[config.mk]
export PLATFORM = sky130hd
export DESIGN_NAME = handshake_const_sink_flat
export DESIGN_NICKNAME = d
export VERILOG_FILES = /design/src/rtl/handshake_const_sink_pkg.sv /design/src/rtl/handshake_const_sink_if.sv /design/src/rtl/handshake_const_sink_sat_counter.sv /design/src/rtl/handshake_const_sink.sv /design/src/flat_wrapper.sv
export SDC_FILE = /design/constraint.sdc
export NUM_CORES = 1
export LEC_CHECK = 0
export CAP_MARGIN = 20
export CORE_MARGIN = 5
export CORE_UTILIZATION = 51
export CTS_BUF_LIST = sky130_fd_sc_hd__clkbuf_4
export CTS_CLUSTER_DIAMETER = 200
export CTS_CLUSTER_SIZE = 25
export DETAILED_ROUTE_END_ITERATION = 6
export PLACE_DENSITY = 0.82
export SYNTH_ARGS = -nofsm -noshare
export SYNTH_HDL_FRONTEND = slang
export SYNTH_SLANG_ARGS = --single-unit
[constraint.sdc]
create_clock -name clk -period 2.65 [get_ports clk]
set_clock_uncertainty 0.2 [all_clocks]
set_input_delay 0.53 -clock clk [delete_from_list [all_inputs] [get_ports clk]]
set_output_delay 0.53 -clock clk [all_outputs]
set_load 0.01 [all_outputs]
[src/rtl/handshake_const_sink_pkg.sv]
`default_nettype none
// ============================================================================
// Module      : handshake_const_sink_pkg
// Description : Shared types and defaults for the constant-token sink.
//               It holds the FSM state encoding (1 bit), the default
//               parameter values, and a helper that sizes the batch counter.
// Revision    : 1.0 - initial release
// ============================================================================
package handshake_const_sink_pkg;

  // Receive tokens, or hold a pending batch-complete control token.
  typedef enum logic [0:0] {
    ST_RECV = 1'b0,
    ST_DONE = 1'b1
  } state_t;

  localparam int              DEF_DATA_WIDTH  = 18;
  localparam logic [17:0]     DEF_EXPECTED    = 18'h1AD57;
  localparam int              DEF_TOKEN_COUNT = 4;
  localparam int              DEF_CNT_WIDTH   = 16;

  // The batch counter must reach TOKEN_COUNT. It stays at that value while
  // the control token is pending, so it needs clog2(TOKEN_COUNT+1) bits.
  function automatic int batch_width(input int token_count);
    return (token_count < 1) ? 1 : $clog2(token_count + 1);
  endfunction

endpackage
`default_nettype wire

[src/rtl/handshake_const_sink_if.sv]
`default_nettype none
// ============================================================================
// Module      : handshake_const_sink_if
// Description : Token channel between a constant generator and the sink.
//               ins/ins_valid/ins_ready  - data token handshake
//               done_valid/done_ready    - batch-complete control token
//               master : the upstream/consumer side (testbench or tile)
//               slave  : the sink
// Revision    : 1.0 - initial release
// ============================================================================
interface handshake_const_sink_if
  import handshake_const_sink_pkg::*;
#(
  parameter int DATA_WIDTH = DEF_DATA_WIDTH
) ();

  logic [DATA_WIDTH-1:0] ins;
  logic                  ins_valid;
  logic                  ins_ready;
  logic                  done_valid;
  logic                  done_ready;

  modport master (
    output ins,
    output ins_valid,
    input  ins_ready,
    input  done_valid,
    output done_ready
  );

  modport slave (
    input  ins,
    input  ins_valid,
    output ins_ready,
    output done_valid,
    input  done_ready
  );

endinterface
`default_nettype wire

[src/rtl/handshake_const_sink_sat_counter.sv]
`default_nettype none
// ============================================================================
// Module      : hs_sat_counter
// Description : Up-counter that saturates at all-ones. It has a synchronous
//               clear and an asynchronous active-low reset. When clear and
//               enable are both high, the clear applies first and the
//               enable then counts, so the result is 1.
//   clk  in  clock, rising edge
//   rst  in  asynchronous reset, active-low
//   en   in  count enable
//   clr  in  synchronous clear
//   cnt  out count value [W-1:0]
// Revision    : 1.0 - initial release
// ============================================================================
module hs_sat_counter #(
  parameter int W = 16
) (
  input  wire logic         clk,
  input  wire logic         rst,
  input  wire logic         en,
  input  wire logic         clr,
  output logic [W-1:0]      cnt
);

  localparam logic [W-1:0] C_MAX = {W{1'b1}};
  localparam logic [W-1:0] C_ONE = W'(1);

  always_ff @(posedge clk or negedge rst) begin
    if (!rst) begin
      cnt <= '0;
    end else if (clr) begin
      cnt <= en ? C_ONE : '0;
    end else if (en && (cnt != C_MAX)) begin
      cnt <= cnt + C_ONE;
    end
  end

endmodule
`default_nettype wire

[src/rtl/handshake_const_sink.sv]
`default_nettype none
// ============================================================================
// Module      : handshake_const_sink
// Description : Receives constant tokens over a valid/ready handshake and
//               checks each one against EXPECTED. Each batch of TOKEN_COUNT
//               tokens returns one control token. The module keeps
//               saturating match/error counts and a sticky first-bad
//               capture.
//   clk        in  clock, rising edge
//   rst        in  asynchronous reset, active-low
//   hs         if  slave side of the token channel
//   clear      in  synchronous pulse: zero statistics and sticky flags
//   match_cnt  out tokens equal to EXPECTED (saturating)
//   err_cnt    out tokens differing from EXPECTED (saturating)
//   mismatch   out sticky: a bad token was seen since reset/clear
//   first_bad  out value of the first bad token since reset/clear
// Revision    : 1.0 - initial release
// ============================================================================
module handshake_const_sink
  import handshake_const_sink_pkg::*;
#(
  parameter int                    DATA_WIDTH  = DEF_DATA_WIDTH,
  parameter logic [DATA_WIDTH-1:0] EXPECTED    = DEF_EXPECTED,
  parameter int                    TOKEN_COUNT = DEF_TOKEN_COUNT,
  parameter int                    CNT_WIDTH   = DEF_CNT_WIDTH
) (
  input  wire logic                 clk,
  input  wire logic                 rst,
  handshake_const_sink_if.slave     hs,
  input  wire logic                 clear,
  output logic [CNT_WIDTH-1:0]      match_cnt,
  output logic [CNT_WIDTH-1:0]      err_cnt,
  output logic                      mismatch,
  output logic [DATA_WIDTH-1:0]     first_bad
);

  localparam int            BW       = batch_width(TOKEN_COUNT);
  localparam logic [BW-1:0] LAST_IDX = BW'(TOKEN_COUNT - 1);
  localparam logic [BW-1:0] BW_ONE   = BW'(1);

  state_t        state;
  logic [BW-1:0] batch_cnt;
  logic          ins_ready_r;
  logic          done_valid_r;

  logic          accept;
  logic          good;

  // ins_ready_r is a registered copy of (state == ST_RECV). Gating the
  // accept with it means that ins is never looked at when it is not being
  // consumed. An X value on ins therefore cannot reach any state.
  assign accept = hs.ins_valid && ins_ready_r;
  assign good   = (hs.ins == EXPECTED);

  assign hs.ins_ready  = ins_ready_r;
  assign hs.done_valid = done_valid_r;

  // -------------------------------------------------------------------------
  // Batch FSM. The handshake outputs are registered alongside the state.
  // done_ready has no combinational path to ins_ready.
  // -------------------------------------------------------------------------
  always_ff @(posedge clk or negedge rst) begin
    if (!rst) begin
      state        <= ST_RECV;
      batch_cnt    <= '0;
      ins_ready_r  <= 1'b1;
      done_valid_r <= 1'b0;
    end else begin
      case (state)
        ST_RECV: begin
          if (accept) begin
            batch_cnt <= batch_cnt + BW_ONE;
            if (batch_cnt == LAST_IDX) begin
              state        <= ST_DONE;
              ins_ready_r  <= 1'b0;
              done_valid_r <= 1'b1;
            end
          end
        end
        ST_DONE: begin
          if (hs.done_ready) begin
            state        <= ST_RECV;
            batch_cnt    <= '0;
            ins_ready_r  <= 1'b1;
            done_valid_r <= 1'b0;
          end
        end
        default: begin
          state        <= ST_RECV;
          batch_cnt    <= '0;
          ins_ready_r  <= 1'b1;
          done_valid_r <= 1'b0;
        end
      endcase
    end
  end

  // -------------------------------------------------------------------------
  // Statistics counters
  // -------------------------------------------------------------------------
  hs_sat_counter #(.W(CNT_WIDTH)) u_match_cnt (
    .clk (clk),
    .rst (rst),
    .en  (accept && good),
    .clr (clear),
    .cnt (match_cnt)
  );

  hs_sat_counter #(.W(CNT_WIDTH)) u_err_cnt (
    .clk (clk),
    .rst (rst),
    .en  (accept && !good),
    .clr (clear),
    .cnt (err_cnt)
  );

  // -------------------------------------------------------------------------
  // Sticky first-bad capture. A clear in the same cycle makes the flag look
  // un-set. A bad token arriving with the clear is therefore captured as
  // the new first bad token.
  // -------------------------------------------------------------------------
  always_ff @(posedge clk or negedge rst) begin
    if (!rst) begin
      mismatch  <= 1'b0;
      first_bad <= '0;
    end else if (accept && !good && (clear || !mismatch)) begin
      mismatch  <= 1'b1;
      first_bad <= hs.ins;
    end else if (clear) begin
      mismatch  <= 1'b0;
      first_bad <= '0;
    end
  end

endmodule
`default_nettype wire
[src/flat_wrapper.sv]
// flat-port wrapper written by rule: the top's interface ports become plain ports
module handshake_const_sink_flat import handshake_const_sink_pkg::*;
#(
  parameter int                    DATA_WIDTH  = DEF_DATA_WIDTH,
  parameter logic [DATA_WIDTH-1:0] EXPECTED    = DEF_EXPECTED,
  parameter int                    TOKEN_COUNT = DEF_TOKEN_COUNT,
  parameter int                    CNT_WIDTH   = DEF_CNT_WIDTH
)
  (clk, rst, clear, match_cnt, err_cnt, mismatch, first_bad, hs_ins, hs_ins_valid, hs_ins_ready, hs_done_valid, hs_done_ready);
  handshake_const_sink_if #(.DATA_WIDTH(DATA_WIDTH)) hs_i ();
  input  wire logic clk;
  input  wire logic rst;
  input  wire logic clear;
  output logic [CNT_WIDTH-1:0] match_cnt;
  output logic [CNT_WIDTH-1:0] err_cnt;
  output logic mismatch;
  output logic [DATA_WIDTH-1:0] first_bad;
  input wire logic [$bits(hs_i.ins)-1:0] hs_ins;
  input wire logic [$bits(hs_i.ins_valid)-1:0] hs_ins_valid;
  output wire logic [$bits(hs_i.ins_ready)-1:0] hs_ins_ready;
  output wire logic [$bits(hs_i.done_valid)-1:0] hs_done_valid;
  input wire logic [$bits(hs_i.done_ready)-1:0] hs_done_ready;
  assign hs_i.ins = hs_ins;
  assign hs_i.ins_valid = hs_ins_valid;
  assign hs_ins_ready = hs_i.ins_ready;
  assign hs_done_valid = hs_i.done_valid;
  assign hs_i.done_ready = hs_done_ready;
  handshake_const_sink #(.DATA_WIDTH(DATA_WIDTH), .EXPECTED(EXPECTED), .TOKEN_COUNT(TOKEN_COUNT), .CNT_WIDTH(CNT_WIDTH)) u_core (.clk(clk), .rst(rst), .hs(hs_i), .clear(clear), .match_cnt(match_cnt), .err_cnt(err_cnt), .mismatch(mismatch), .first_bad(first_bad));
endmodule
# Yosys cells after proc, flatten, opt, wreduce, memory -nomap -nowiden
# Cells that the tools add are included.
# op_classes
eq_ne	7
bitwise	1
muxes	25
n_addsub	3
reduce_logical	14
# op_table
op	count
two-way mux 16 bit	4
two-way mux 18 bit	2
adder 16 x 1 -> 16 bit (second input constant)	2
inequality test 16 bit (second input constant)	2
equality test 18 x 17 -> 1 bit (second input constant)	1
two-way mux 1 bit	13
logical AND 1 bit	6
two-way mux 3 bit	2
one-hot mux 1 bit (2 select lines)	3
one-hot mux 3 bit (2 select lines)	1
nonzero test 2 bit	3
inequality test 2 x 1 -> 1 bit (second input constant)	2
adder 3 x 1 -> 3 bit (second input constant)	1
equality test 3 x 2 -> 1 bit (second input constant)	1
AND reduction 3 bit	1
zero test 1 bit	2
inequality test 2 bit (second input constant)	1
AND reduction 2 bit	1
logical OR 1 bit	1
NOT 1 bit	1
# totals
word_cells	58
reg_bits	57

# Logic depth before layout (Yosys ltp)
# Gate-level depths: netlist (run 1).
# logic_depth
word_depth	6
mapped_depth	8
depth_no_buf	6

# Cells and area by module
# Synthesis (run 1) repeated with hierarchy kept, for this count alone.
# unflattened
cells_unflattened	289
hier_area_um2	3006.6
# by_module_without_submodules
mod	seq_area_each_um2	n_inst	area_each_um2	cells_per_inst
hs_sat_counter	400.4	2	959.7	102
handshake_const_sink	626.9	1	1087.3	85

# Worst setup path after synthesis (run 1)
# OpenSTA, ideal clock, no wires.
# synth_timing
path_type	input to register
startpoint	in hs_ins[12]
endpoint	reg u_core.u_match_cnt.cnt[10]
required_time_ps	2323
cell_stages	6
path_slack_ps	249
path_buffers	1
arrival_ps	2073
path_cell_list	nand2b_4 or4_1 buf_4 nor3_2 and4_1 mux2_1
# synth_via
elab_chain_cells	4
# synth_rtl
element	line_no	source
start: declaration	flat_wrapper.sv:18	input wire logic [$bits(hs_i.ins)-1:0] hs_ins;
equality test 18 x 17 -> 1 bit	handshake_const_sink.sv:53	assign good = (hs.ins == EXPECTED);
logical AND 1 bit	handshake_const_sink.sv:104	.en (accept && good),
logical AND 1 bit	handshake_const_sink_sat_counter.sv:33	end else if (en && (cnt != C_MAX)) begin
nonzero test 2 bit (no source line)	n/a	
end signal: assignment	handshake_const_sink_sat_counter.sv:32	cnt <= en ? C_ONE : '0;
end signal: assignment	handshake_const_sink_sat_counter.sv:34	cnt <= cnt + C_ONE;
end: declaration	handshake_const_sink_sat_counter.sv:22	output logic [W-1:0] cnt
# Every way passes these cells.
# A chain may end at the register's enable or synchronous reset.

# Worst setup path after layout (run 1)
# layout_timing
startpoint	in hs_ins[13]
endpoint	reg u_core.u_match_cnt.cnt[2]
# Same word-level chain as after synthesis.

==> results.md, run 1 <==
| Parameter | Reported | Unit |
|:---|:---|:---|
| Root Driver | clkbuf_4 | - |
| Cell count after placement | 486 | - |
| Post-DP HPWL | 5610 | um |
| Number of buffers added by the clock tree synthesis step | 9 | - |
| Count of mapped cells out of synthesis | 323 | - |
| Per-cell routed wire length | 14.9 | um |
| Delay of the slowest cell on the worst path | 0.60 | ns |
| CTS hold repair buffers | 1 | - |
| Cell area after placement | 4010 | um^2 |
| Syn_area_per_cell | 9.40 | um^2 |
| Layout cell share with drive strength beyond 1 | 13.1 | % |
| Setup repair after global routing missed its margin | false | - |
| CP max-delay cell | or4_1 | - |
| Max Buffers Root-to-Sink | 2 | - |
| R2r setup slk | 0.21 | ns |
| Num rows | 28 | - |
| Max-slew headroom | 59.3 | % |
| Total congestion overflow after global routing | 0 | - |
| Critical register-to-register path startpoint | u_core.u_match_cnt.cnt[6]$_DFFE_PN0P_ | - |
| Total detailed-routing wirelength | 7490 | um |
| Drc violations | 0 | - |
| Setup-failing EPs final | 0 | - |
| Port Buffers | 75 | - |
| Run status | finished, final reports clean | - |
| TritonCTS clock tree | built | - |
| Worst min-delay path category | reg2reg | - |
| Final number of max-transition violations | 0 | - |
| Post-detailed-route count of antenna-violating nets | 0 | - |
| Cell variety after synth | 56 | - |
| Hold slack | 0.327 | ns |
| Setup slack after placement | -0.295 | ns |
| Post-Syn Area | 3040 | um^2 |
| Upper clock frequency limit | 0.391 | GHz |
| Initial antenna violation count | 0 | - |
| Cell with the most instances after synthesis | dfrtp_1 | - |
| Crit Path Class | in2reg | - |
| Endpoint with the worst hold slack | u_core.first_bad[4]$_DFFE_PN0P_ | - |
| Number of vias in the routed layout | 2,836 | - |
| Vias in the first global route | 2,797 | - |
| Seq/Total Area, Yosys | 47.0 | % |
| CP bufs+invs | 3 | - |
| Count of cells resized by post-cts repair | 0 | - |
| Maximum ir drop on the vdd rail | 261 | uV |
| Yosys reg bits | 57 | - |
| Number of placed I/O pins | 76 | - |
| Setup TNS after final layout | 0 | ns |
| Maximum fanout count along the critical path | 3 | - |
| Multi-input logic area | 1410 | um^2 |
| Fraction of registers with async set or reset after synthesis | 100 | % |
| Ranking of synthesized cells by instance count | dfrtp_1 (56), nand3_1 (33), o21ai_1 (32) | - |
| Number of buffers inserted to repair setup after CTS | 0 | - |
| Total global-route track usage | 21.7 | % |
| Warnings from Yosys | 0 | - |
| Min-delay src | u_core.first_bad[4]$_DFFE_PN0P_ | - |
| R2R cell count | 6 | - |
| Layout Nets | 450 | - |
| Synth-to-Final Area Change | 35.9 | % |
| Clock transition at path regs | 0.09 | ns |
| Post-synth EDFFs | 0 | - |
| Count of placed standard cells in the final layout, fillers left out | 503 | - |
| Crit-path cells | clkdlybuf4s50_1, nand2b_4, or4_1, buf_4, nor3_1, buf_4, nand4b_1, a21oi_1 | - |
| Clock sink count | 57 | - |
| Max-cap violation count | 0 | - |
| Htree depth | 3 | - |
| Sequential cell area | 1430 | um^2 |
| Largest area contributor in the synthesized netlist | dfrtp_1 | - |
| Final weighted congestion in routability-driven placement | 0.881 | - |
| Placeable core region | 5850 | um^2 |
| Final Cell Area | 4130 | um^2 |
| Number of cells on the worst hold path | 2 | - |
| Height of the die | 87.1 | um |
| Crit path launch type | input port | - |
| Share of Yosys cell area claimed by the top area cell type | 46.2 | % |
| Die outline width | 87.1 | um |
| Maximum number of pins on one net before global-route repair | 37 | - |
| Cell seen most often among critical-path stages | buf_4 | - |
| Full die area | 7590 | um^2 |
| Final worst-path setup slack | 0.0918 | ns |
| Top FF cell, synth | dfrtp_1 | - |
| Fin. Hold Viols | 0 | - |
| Static power due to leakage | 0.00175 | uW |
| Count of antenna diodes in the layout | 0 | - |
| Via density per instance | 5.64 | - |
| First-pass GRT wire length | 13,000 | um |
| Worst Max-Slew Pin Slew | 0.611 | ns |
| Crit end category | flip-flop | - |
| Fill cell total of the finished layout | 450 | - |
| Worst skew pair latency | 0.40 | ns |
| Detailed-routing iteration count for the pre-antenna-repair pass | 4 | - |
| Detailed Route Iter0 Violations | 164 | - |
| Number of nets in the synthesized netlist | 350 | - |
| CP top delay family | simple AND/OR/NAND/NOR gates | - |
| WP data required | 2.77 | ns |
| Effective utilization at floorplan | 51.9 | % |
| Post-route minimum period | 2.56 | ns |
| Power density cells | 360 | nW/um^2 |
| Final worst-path cycle share | 96.5 | % |
| Synth area leaders | dfrtp_1 (46%), nand3_1 (5.4%), o21ai_1 (5.3%), a21oi_1 (3.8%), inv_1 (3.0%) | - |
| Arrival time reported for the critical path endpoint | 2.68 | ns |
| End of the worst register-to-register path | u_core.u_match_cnt.cnt[0]$_DFFE_PN0P_ | - |
-- worst max-delay path by stage --
stage                from  cells past startpoint                                      to  slack [ns]
2_1_floorplan  hs_ins[12]                      6  u_core.u_match_cnt.cnt[10]$_DFFE_PN0P_        0.25
3_3_place_gp   hs_ins[13]                      6  u_core.u_match_cnt.cnt[12]$_DFFE_PN0P_       -0.20
3_5_place_dp    hs_ins[9]                      8   u_core.u_match_cnt.cnt[2]$_DFFE_PN0P_       -0.30
4_1_cts         hs_ins[9]                      8   u_core.u_match_cnt.cnt[2]$_DFFE_PN0P_        0.12
5_1_grt         hs_ins[9]                      8   u_core.u_match_cnt.cnt[1]$_DFFE_PN0P_        0.02
6_report       hs_ins[13]                      8   u_core.u_match_cnt.cnt[2]$_DFFE_PN0P_        0.09
-- logic make-up after synthesis --
group / after synthesis / share of synthesized area (%)
xor+xnor: 3 / 0.866
mux: 7 / 2.64
compound gates: 84 / 17.6
buf+inv: 40 / 6.39
simple gates: 128 / 23.8
flops: 57 / 47.0
fa+ha+maj: 4 / 1.65
-- state kept, by name, summed over array words and instances (netlist names) --
register,flops
u_core.u_match_cnt.cnt,16
u_core.state,1
u_core.mismatch,1
u_core.hs.done_valid,1
u_core.first_bad,18
u_core.hs.ins_ready,1
u_core.batch_cnt,3
u_core.u_err_cnt.cnt,16
-- per-stage QoR --
| step | utilization (%) | power, uW |
|---|---|---|
| after floorplan | - | 917 |
| after global placement | 68.5 | 988 |
| after detailed placement | 68.5 | 990 |
| after CTS | 70.5 | 1500 |
| after global routing | 70.5 | 1560 |
| final | 70.5 | 1490 |
-- tightest hold or removal path: stages (launching register included) --
cell and delay, ns:
dfrtp_1 0.36, nand3_1 0.07, o21ai_1 0.06
-- layout by cell type, fill, tap and decap left out, types with 3 or more instances in the layout --
cell type / synthesis / layout
or4_1: 6 / 6
clkinv_1: 1 / 3
o31ai_1: 5 / 5
nand4_1: 6 / 6
dfrtp_1: 56 / 56
nand2_1: 22 / 22
clkinv_2: 0 / 3
and4_1: 4 / 4
o21a_1: 4 / 4
clkbuf_4: 0 / 11
nor2_1: 16 / 16
ha_1: 4 / 4
nor3_1: 4 / 4
mux2_1: 4 / 4
a21oi_1: 23 / 23
inv_1: 24 / 24
buf_4: 2 / 26
clkdlybuf4s50_1: 0 / 74
nand3_1: 33 / 33
xnor2_1: 3 / 3
o21ai_0: 3 / 3
nor2b_1: 4 / 4
o21ai_1: 32 / 32
or3_1: 12 / 12
-- area by class of cell --
type | instances | area share, %
well taps | 75 | 2.27
clock inverters | 5 | 0.546
flip-flops and latches | 57 | 34.6
repair buffers | 104 | 24.0
inverters | 25 | 2.27
multi-input cells | 226 | 34.3
clock buffers | 11 | 2.00
-- per-layer routing --
| layer | GRT usage [%] | routed length, um |
|---|---|---|
| met2 | 35.8 | 3740 |
| met1 | 27.1 | 3070 |
| met5 | 0 | 0 |
| met3 | 4.92 | 566 |
| met4 | 10.0 | 121 |
-- where the power goes --
part | internal (uW) | total (uW) | leakage [uW] | switching [uW]
combinational | 48.8 | 99.9 | 0.000900 | 51.1
sequential | 871 | 872 | 0.000783 | 1.48
clock | 203 | 515 | 0.0000655 | 312
(Power assumes the default switching activity.)
==> run 2: changes to the inputs <==
==> constraint.sdc (replaced) <==
create_clock -name clk -period 3 [get_ports clk]
set_clock_uncertainty 0.2 [all_clocks]
set_input_delay 0.3 -clock clk [delete_from_list [all_inputs] [get_ports clk]]
set_output_delay 0.3 -clock clk [all_outputs]
set_load 0.01 [all_outputs]
==> run 2 against run 1 <==
Combinational power fell by 19%. Sequential share of layout area increased by 0.90 points. Via count down 3.1%. Core utilization down 1.8 points. Final cell count decreased by 3.6%. Sequential power down 12%. Critical path depth fell by 3. Cell area decreased by 2.5%. Critical endpoint is now u_core.u_match_cnt.cnt[10]$_DFFE_PN0P_. Highest routed layer unchanged.
==> results.md, run 2 (same netlist as run 1, synthesis figures left out) <==
| Parameter | Reported | Unit |
|:---|:---|:---|
| Run status | finished, final reports clean | - |
| Upper clock frequency limit | 0.423 | GHz |
| Maximum ir drop on the vdd rail | 232 | uV |
| Commonest non-fill, non-tap cell in the layout | clkdlybuf4s50_1 | - |
| Die outline width | 87.1 | um |
| Number of vias in the routed layout | 2,748 | - |
| Total detailed-routing wirelength | 7350 | um |
| First-pass GRT wire length | 12,200 | um |
| Worst skew pair latency | 0.39 | ns |
| Synth-to-Final Area Change | 32.4 | % |
| Setup TNS after final layout | 0 | ns |
| Maximum fanout count along the critical path | 8 | - |
| Final weighted congestion in routability-driven placement | 0.855 | - |
| Root Driver | clkbuf_4 | - |
| Static power due to leakage | 0.00167 | uW |
| Detailed-routing iteration count for the pre-antenna-repair pass | 4 | - |
| Power density cells | 367 | nW/um^2 |
| Layout cell share with drive strength beyond 1 | 9.05 | % |
| Delay of the slowest cell on the worst path | 0.45 | ns |
| Fill cell total of the finished layout | 464 | - |
| Arrival time reported for the critical path endpoint | 2.44 | ns |
| Max-cap violation count | 0 | - |
| Maximum number of pins on one net before global-route repair | 41 | - |
| Clock sink count | 57 | - |
| Final worst-path cycle share | 78.7 | % |
| Multi-input logic area | 1410 | um^2 |
| Sequential cell area | 1430 | um^2 |
| Register with the most flip-flops | u_core.first_bad | - |
| Overall power after layout | 1480 | uW |
| Crit Path Class | reg2reg | - |
| Worst min-delay path category | in2async | - |
| CP max-delay cell | dfrtp_1 | - |
| Layout Nets | 431 | - |
| Post-route minimum period | 2.36 | ns |
| Post-detailed-route count of antenna-violating nets | 0 | - |
| Initial antenna violation count | 1 | - |
| Total congestion overflow after global routing | 0 | - |
| Fin. Hold Viols | 0 | - |
| Most used cells in the layout excluding fill and tap cells | clkdlybuf4s50_1 (74), dfrtp_1 (56), nand3_1 (33) | - |
| Crit-path cells | ha_1, nand4_1, nor3_2, and4_1, mux2_1 | - |
| Via density per instance | 5.67 | - |
| Per-cell routed wire length | 15.1 | um |
| Number of buffers added by the clock tree synthesis step | 9 | - |
| TritonCTS clock tree | built | - |
| Number of buffers inserted to repair setup after CTS | 0 | - |
| Clock transition at path regs | 0.10 | ns |
| Detailed Route Iter0 Violations | 110 | - |
| Biggest registers after layout | u_core.first_bad (18), u_core.u_err_cnt.cnt (16), u_core.u_match_cnt.cnt (16) | - |
| Post-DP HPWL | 5260 | um |
| Worst Max-Slew Pin Slew | 0.521 | ns |
| Vias in the first global route | 2,618 | - |
| Max-slew headroom | 65.0 | % |
| Crit end category | flip-flop | - |
| Placeable core region | 5850 | um^2 |
| Crit path launch type | flip-flop | - |
| Height of the die | 87.1 | um |
| Drc violations | 0 | - |
| Htree depth | 3 | - |
| Number of placed I/O pins | 76 | - |
| Num rows | 28 | - |
| Max reg flops | 18 | - |
| WP data required | 3.08 | ns |
| Effective utilization at floorplan | 51.9 | % |
| Port Buffers | 75 | - |
| Setup-failing EPs final | 0 | - |
| Setup repair after global routing missed its margin | false | - |
| Total global-route track usage | 20.5 | % |
| Final number of max-transition violations | 0 | - |
| Full die area | 7590 | um^2 |
| Max Buffers Root-to-Sink | 2 | - |
## run 2: worst max-delay path: cells and delay by family (launching register included)
family / cells / cell delay (ns)
adder cells (fa/ha/maj): 1 / 0.25
flip-flops: 1 / 0.45
multiplexers: 1 / 0.31
AND/OR/NAND/NOR: 3 / 1.04
## run 2: metal layers
layer  track usage (%)  wire length [um]  vias up  share of wire, %
li1                  -                 -     1339                 -
met1              26.5              3170     1301                43
met2              32.8              3540       94                48
met3              4.82               483       14               6.6
met4              9.48               153        0               2.1
met5                 0                 0        -                 0
## run 2: final cells by class
class | count | share of cell area, %
timing repair buffer | 85 | 20.8
antenna | 1 | 0.0622
multi-input combinational | 226 | 35.2
tap | 75 | 2.33
clock inverter | 7 | 2.12
sequential | 57 | 35.5
inverter | 25 | 2.33
clock buffer | 9 | 1.68
## run 2: metrics by stage
stage	util [%]	setup WS [ns]	hold slack, ns	area (um^2)	cells
after floorplan	-	0.797	-0.196	3040	323
after global placement	65.9	0.294	0.0477	3850	467
after detailed placement	65.9	0.241	0.0498	3850	467
after CTS	68.7	0.625	0.161	4020	484
after global routing	68.7	0.447	0.194	4020	485
final	68.7	0.638	0.157	4020	485
## run 2: worst paths after layout
path	start	endpoint	slack (ns)	cells past startpoint
min reg2reg	u_core.first_bad[0]$_DFFE_PN0P_	u_core.first_bad[0]$_DFFE_PN0P_	0.32	2
min in group clk	hs_ins[9]	u_core.first_bad[9]$_DFFE_PN0P_	0.26	3
max	u_core.u_match_cnt.cnt[0]$_DFFE_PN0P_	u_core.u_match_cnt.cnt[10]$_DFFE_PN0P_	0.64	5
min	rst	u_core.u_match_cnt.cnt[1]$_DFFE_PN0P_	0.16	2
max in group asynchronous	rst	u_core.hs.ins_ready$_DFFE_PN1P_	1.58	3
max reg2reg	u_core.u_match_cnt.cnt[0]$_DFFE_PN0P_	u_core.u_match_cnt.cnt[10]$_DFFE_PN0P_	0.64	5
## run 2: what timing repair did
action                     in CTS  in global routing
gates resized for setup         0                  0
hold endpoints to repair       17                  0
setup endpoints to repair       0                  0
hold buffers                    1                  0
## run 2: where the power goes
group	internal (uW)	switching, uW	leakage, uW
logic	37.2	43.6	0.000806
clock network	330	295	0.0000808
registers	769	1.25	0.000783
==> run 3: changes to the inputs <==
==> constraint.sdc (replaced) <==
create_clock -name clk -period 2.5 [get_ports clk]
set_clock_uncertainty 0.2 [all_clocks]
set_input_delay 0.25 -clock clk [delete_from_list [all_inputs] [get_ports clk]]
set_output_delay 0.25 -clock clk [all_outputs]
set_load 0.01 [all_outputs]
==> run 3 against run 2 <==
Count of clock-buffer cells in the layout is the same. Die area is the same. Sequential share of layout area shrank 1.3 points. Core utilization grew 2.6 points. Register-to-register slack lost 0.49 ns. Worst setup slack lost 0.49 ns. Global-route usage grew 1.5 points. Critical path type unchanged. Largest cell class unchanged. Largest power group unchanged.
==> results.md, run 3 (same netlist as run 1, synthesis figures left out) <==
| Parameter | Reported | Unit |
|:---|:---|:---|
| Via density per instance | 5.73 | - |
| Post-DP HPWL | 5830 | um |
| Placeable core region | 5850 | um^2 |
| Setup-failing EPs final | 0 | - |
| Effective utilization at floorplan | 51.9 | % |
| First-pass GRT wire length | 13,000 | um |
| Layout Nets | 453 | - |
| WP data required | 2.63 | ns |
| Number of buffers inserted to repair setup after CTS | 0 | - |
| Power density cells | 405 | nW/um^2 |
| Num rows | 28 | - |
| Setup slack after placement | -0.203 | ns |
| Htree depth | 3 | - |
| Die outline width | 87.1 | um |
| Max-cap violation count | 0 | - |
| Full die area | 7590 | um^2 |
| Maximum ir drop on the vdd rail | 285 | uV |
| Detailed Route Iter0 Violations | 111 | - |
| Final Cell Area | 4170 | um^2 |
| Drc violations | 0 | - |
| Part of the power in the clock network | 39.0 | % |
| Upper clock frequency limit | 0.425 | GHz |
| Register with the most flip-flops | u_core.first_bad | - |
| Vias in the first global route | 2,851 | - |
| Max Buffers Root-to-Sink | 2 | - |
| Clock sink count | 57 | - |
| Cell area after placement | 4030 | um^2 |
| Layout cell share with drive strength beyond 1 | 13.9 | % |
| Fin. Hold Viols | 0 | - |
| Post-detailed-route count of antenna-violating nets | 0 | - |
| Worst skew pair latency | 0.40 | ns |
| Register share of total power | 54.8 | % |
| Height of the die | 87.1 | um |
| Clock transition at path regs | 0.10 | ns |
| Total congestion overflow after global routing | 0 | - |
| Port Buffers | 75 | - |
| Detailed-routing iteration count for the pre-antenna-repair pass | 4 | - |
| R2r setup slk | 0.15 | ns |
| Number of vias in the routed layout | 2,900 | - |
| Final number of max-transition violations | 0 | - |
| Number of buffers added by the clock tree synthesis step | 9 | - |
| Count of placed standard cells in the final layout, fillers left out | 506 | - |
| Overall power after layout | 1690 | uW |
| Total detailed-routing wirelength | 7800 | um |
| Crit path launch type | flip-flop | - |
| Initial antenna violation count | 0 | - |
| Max-slew headroom | 59.5 | % |
| Per-cell routed wire length | 15.4 | um |
| Worst min-delay path category | in2async | - |
| Cell count after placement | 489 | - |
| Worst Max-Slew Pin Slew | 0.608 | ns |
| Final worst-path cycle share | 94.2 | % |
| Maximum number of pins on one net before global-route repair | 37 | - |
| Run status | finished, final reports clean | - |
| Final weighted congestion in routability-driven placement | 0.892 | - |
| Arrival time reported for the critical path endpoint | 2.49 | ns |
| Crit end category | flip-flop | - |
| Number of placed I/O pins | 76 | - |
| Final worst-path setup slack | 0.146 | ns |
| Switch Pwr | 419 | uW |
| Most used cells in the layout excluding fill and tap cells | clkdlybuf4s50_1 (74), dfrtp_1 (56), nand3_1 (33) | - |
| Biggest registers after layout | u_core.first_bad (18), u_core.u_err_cnt.cnt (16), u_core.u_match_cnt.cnt (16) | - |
| Portion of total power attributed to combinational logic | 6.3 | % |
| Count of cells resized by post-cts repair | 0 | - |
| Static power due to leakage | 0.00177 | uW |
| Synth-to-Final Area Change | 37.4 | % |
| Maximum fanout count along the critical path | 17 | - |
| Setup repair after global routing missed its margin | false | - |
| CTS hold repair buffers | 1 | - |
| Count of antenna diodes in the layout | 0 | - |
| Max reg flops | 18 | - |
| Root Driver | clkbuf_4 | - |
| Commonest non-fill, non-tap cell in the layout | clkdlybuf4s50_1 | - |
| Total global-route track usage | 22.1 | % |
| TritonCTS clock tree | built | - |
| Fraction of power spent switching nets | 24.8 | % |
| Post-route minimum period | 2.35 | ns |
| Crit Path Class | reg2reg | - |
| Cell internal pwr | 1270 | uW |
-- run 3: cell type report --
| type | instances | area, um^2 |
|---|---|---|
| timing repair buffer | 107 | 1010 |
| multi-input combinational | 226 | 1410 |
| clock buffer | 9 | 67.6 |
| clock inverter | 7 | 61.3 |
| sequential | 57 | 1430 |
| fill | 462 | 1680 |
| inverter | 25 | 93.8 |
| tap | 75 | 93.8 |
-- run 3: power groups by stage --
| stage | combinational [uW] | clock [uW] | sequential (uW) |
|---|---|---|---|
| after CTS | 108 | 672 | 925 |
| after global placement | 104 | 0 | 942 |
| after floorplan | 29.0 | 0 | 943 |
| after global routing | 118 | 718 | 925 |
| after detailed placement | 107 | 0 | 943 |
| final | 105 | 657 | 925 |
-- run 3: per-stage QoR --
| stage | util [%] | hold slack, ns | setup TNS [ns] |
|---|---|---|---|
| after floorplan | - | -0.246 | 0 |
| after global placement | 68.9 | 0.0886 | -0.245 |
| final | 71.3 | 0.182 | 0 |
| after detailed placement | 68.9 | 0.0998 | -2.45 |
| after global routing | 71.3 | 0.194 | 0 |
| after CTS | 71.3 | 0.189 | 0 |
-- run 3: routing by layer --
| layer | wire length (um) | GRT usage (%) |
|---|---|---|
| met1 | 3180 | 27.4 |
| met2 | 3950 | 36.5 |
| met3 | 548 | 6.43 |
| met4 | 124 | 8.09 |
| met5 | 0 | 0 |
-- run 3: worst paths after layout --
kind / startpoint / to / cells past startpoint
max: u_core.u_match_cnt.cnt[7]$_DFFE_PN0P_ / u_core.u_match_cnt.cnt[0]$_DFFE_PN0P_ / 6
min: rst / u_core.u_match_cnt.cnt[4]$_DFFE_PN0P_ / 2
max reg2reg: u_core.u_match_cnt.cnt[7]$_DFFE_PN0P_ / u_core.u_match_cnt.cnt[0]$_DFFE_PN0P_ / 6
min reg2reg: u_core.first_bad[17]$_DFFE_PN0P_ / u_core.first_bad[17]$_DFFE_PN0P_ / 2
max in group asynchronous: rst / u_core.u_err_cnt.cnt[14]$_DFFE_PN0P_ / 3
min in group clk: hs_ins[4] / u_core.first_bad[4]$_DFFE_PN0P_ / 3
-- run 3: worst max-delay path: stages (launching register included) --
cell and delay, ns:
dfrtp_1 0.43, nand4_2 0.12, or4_4 0.58, o211ai_4 0.40, buf_4 0.19, mux2_4 0.30
o21ai_2 0.05
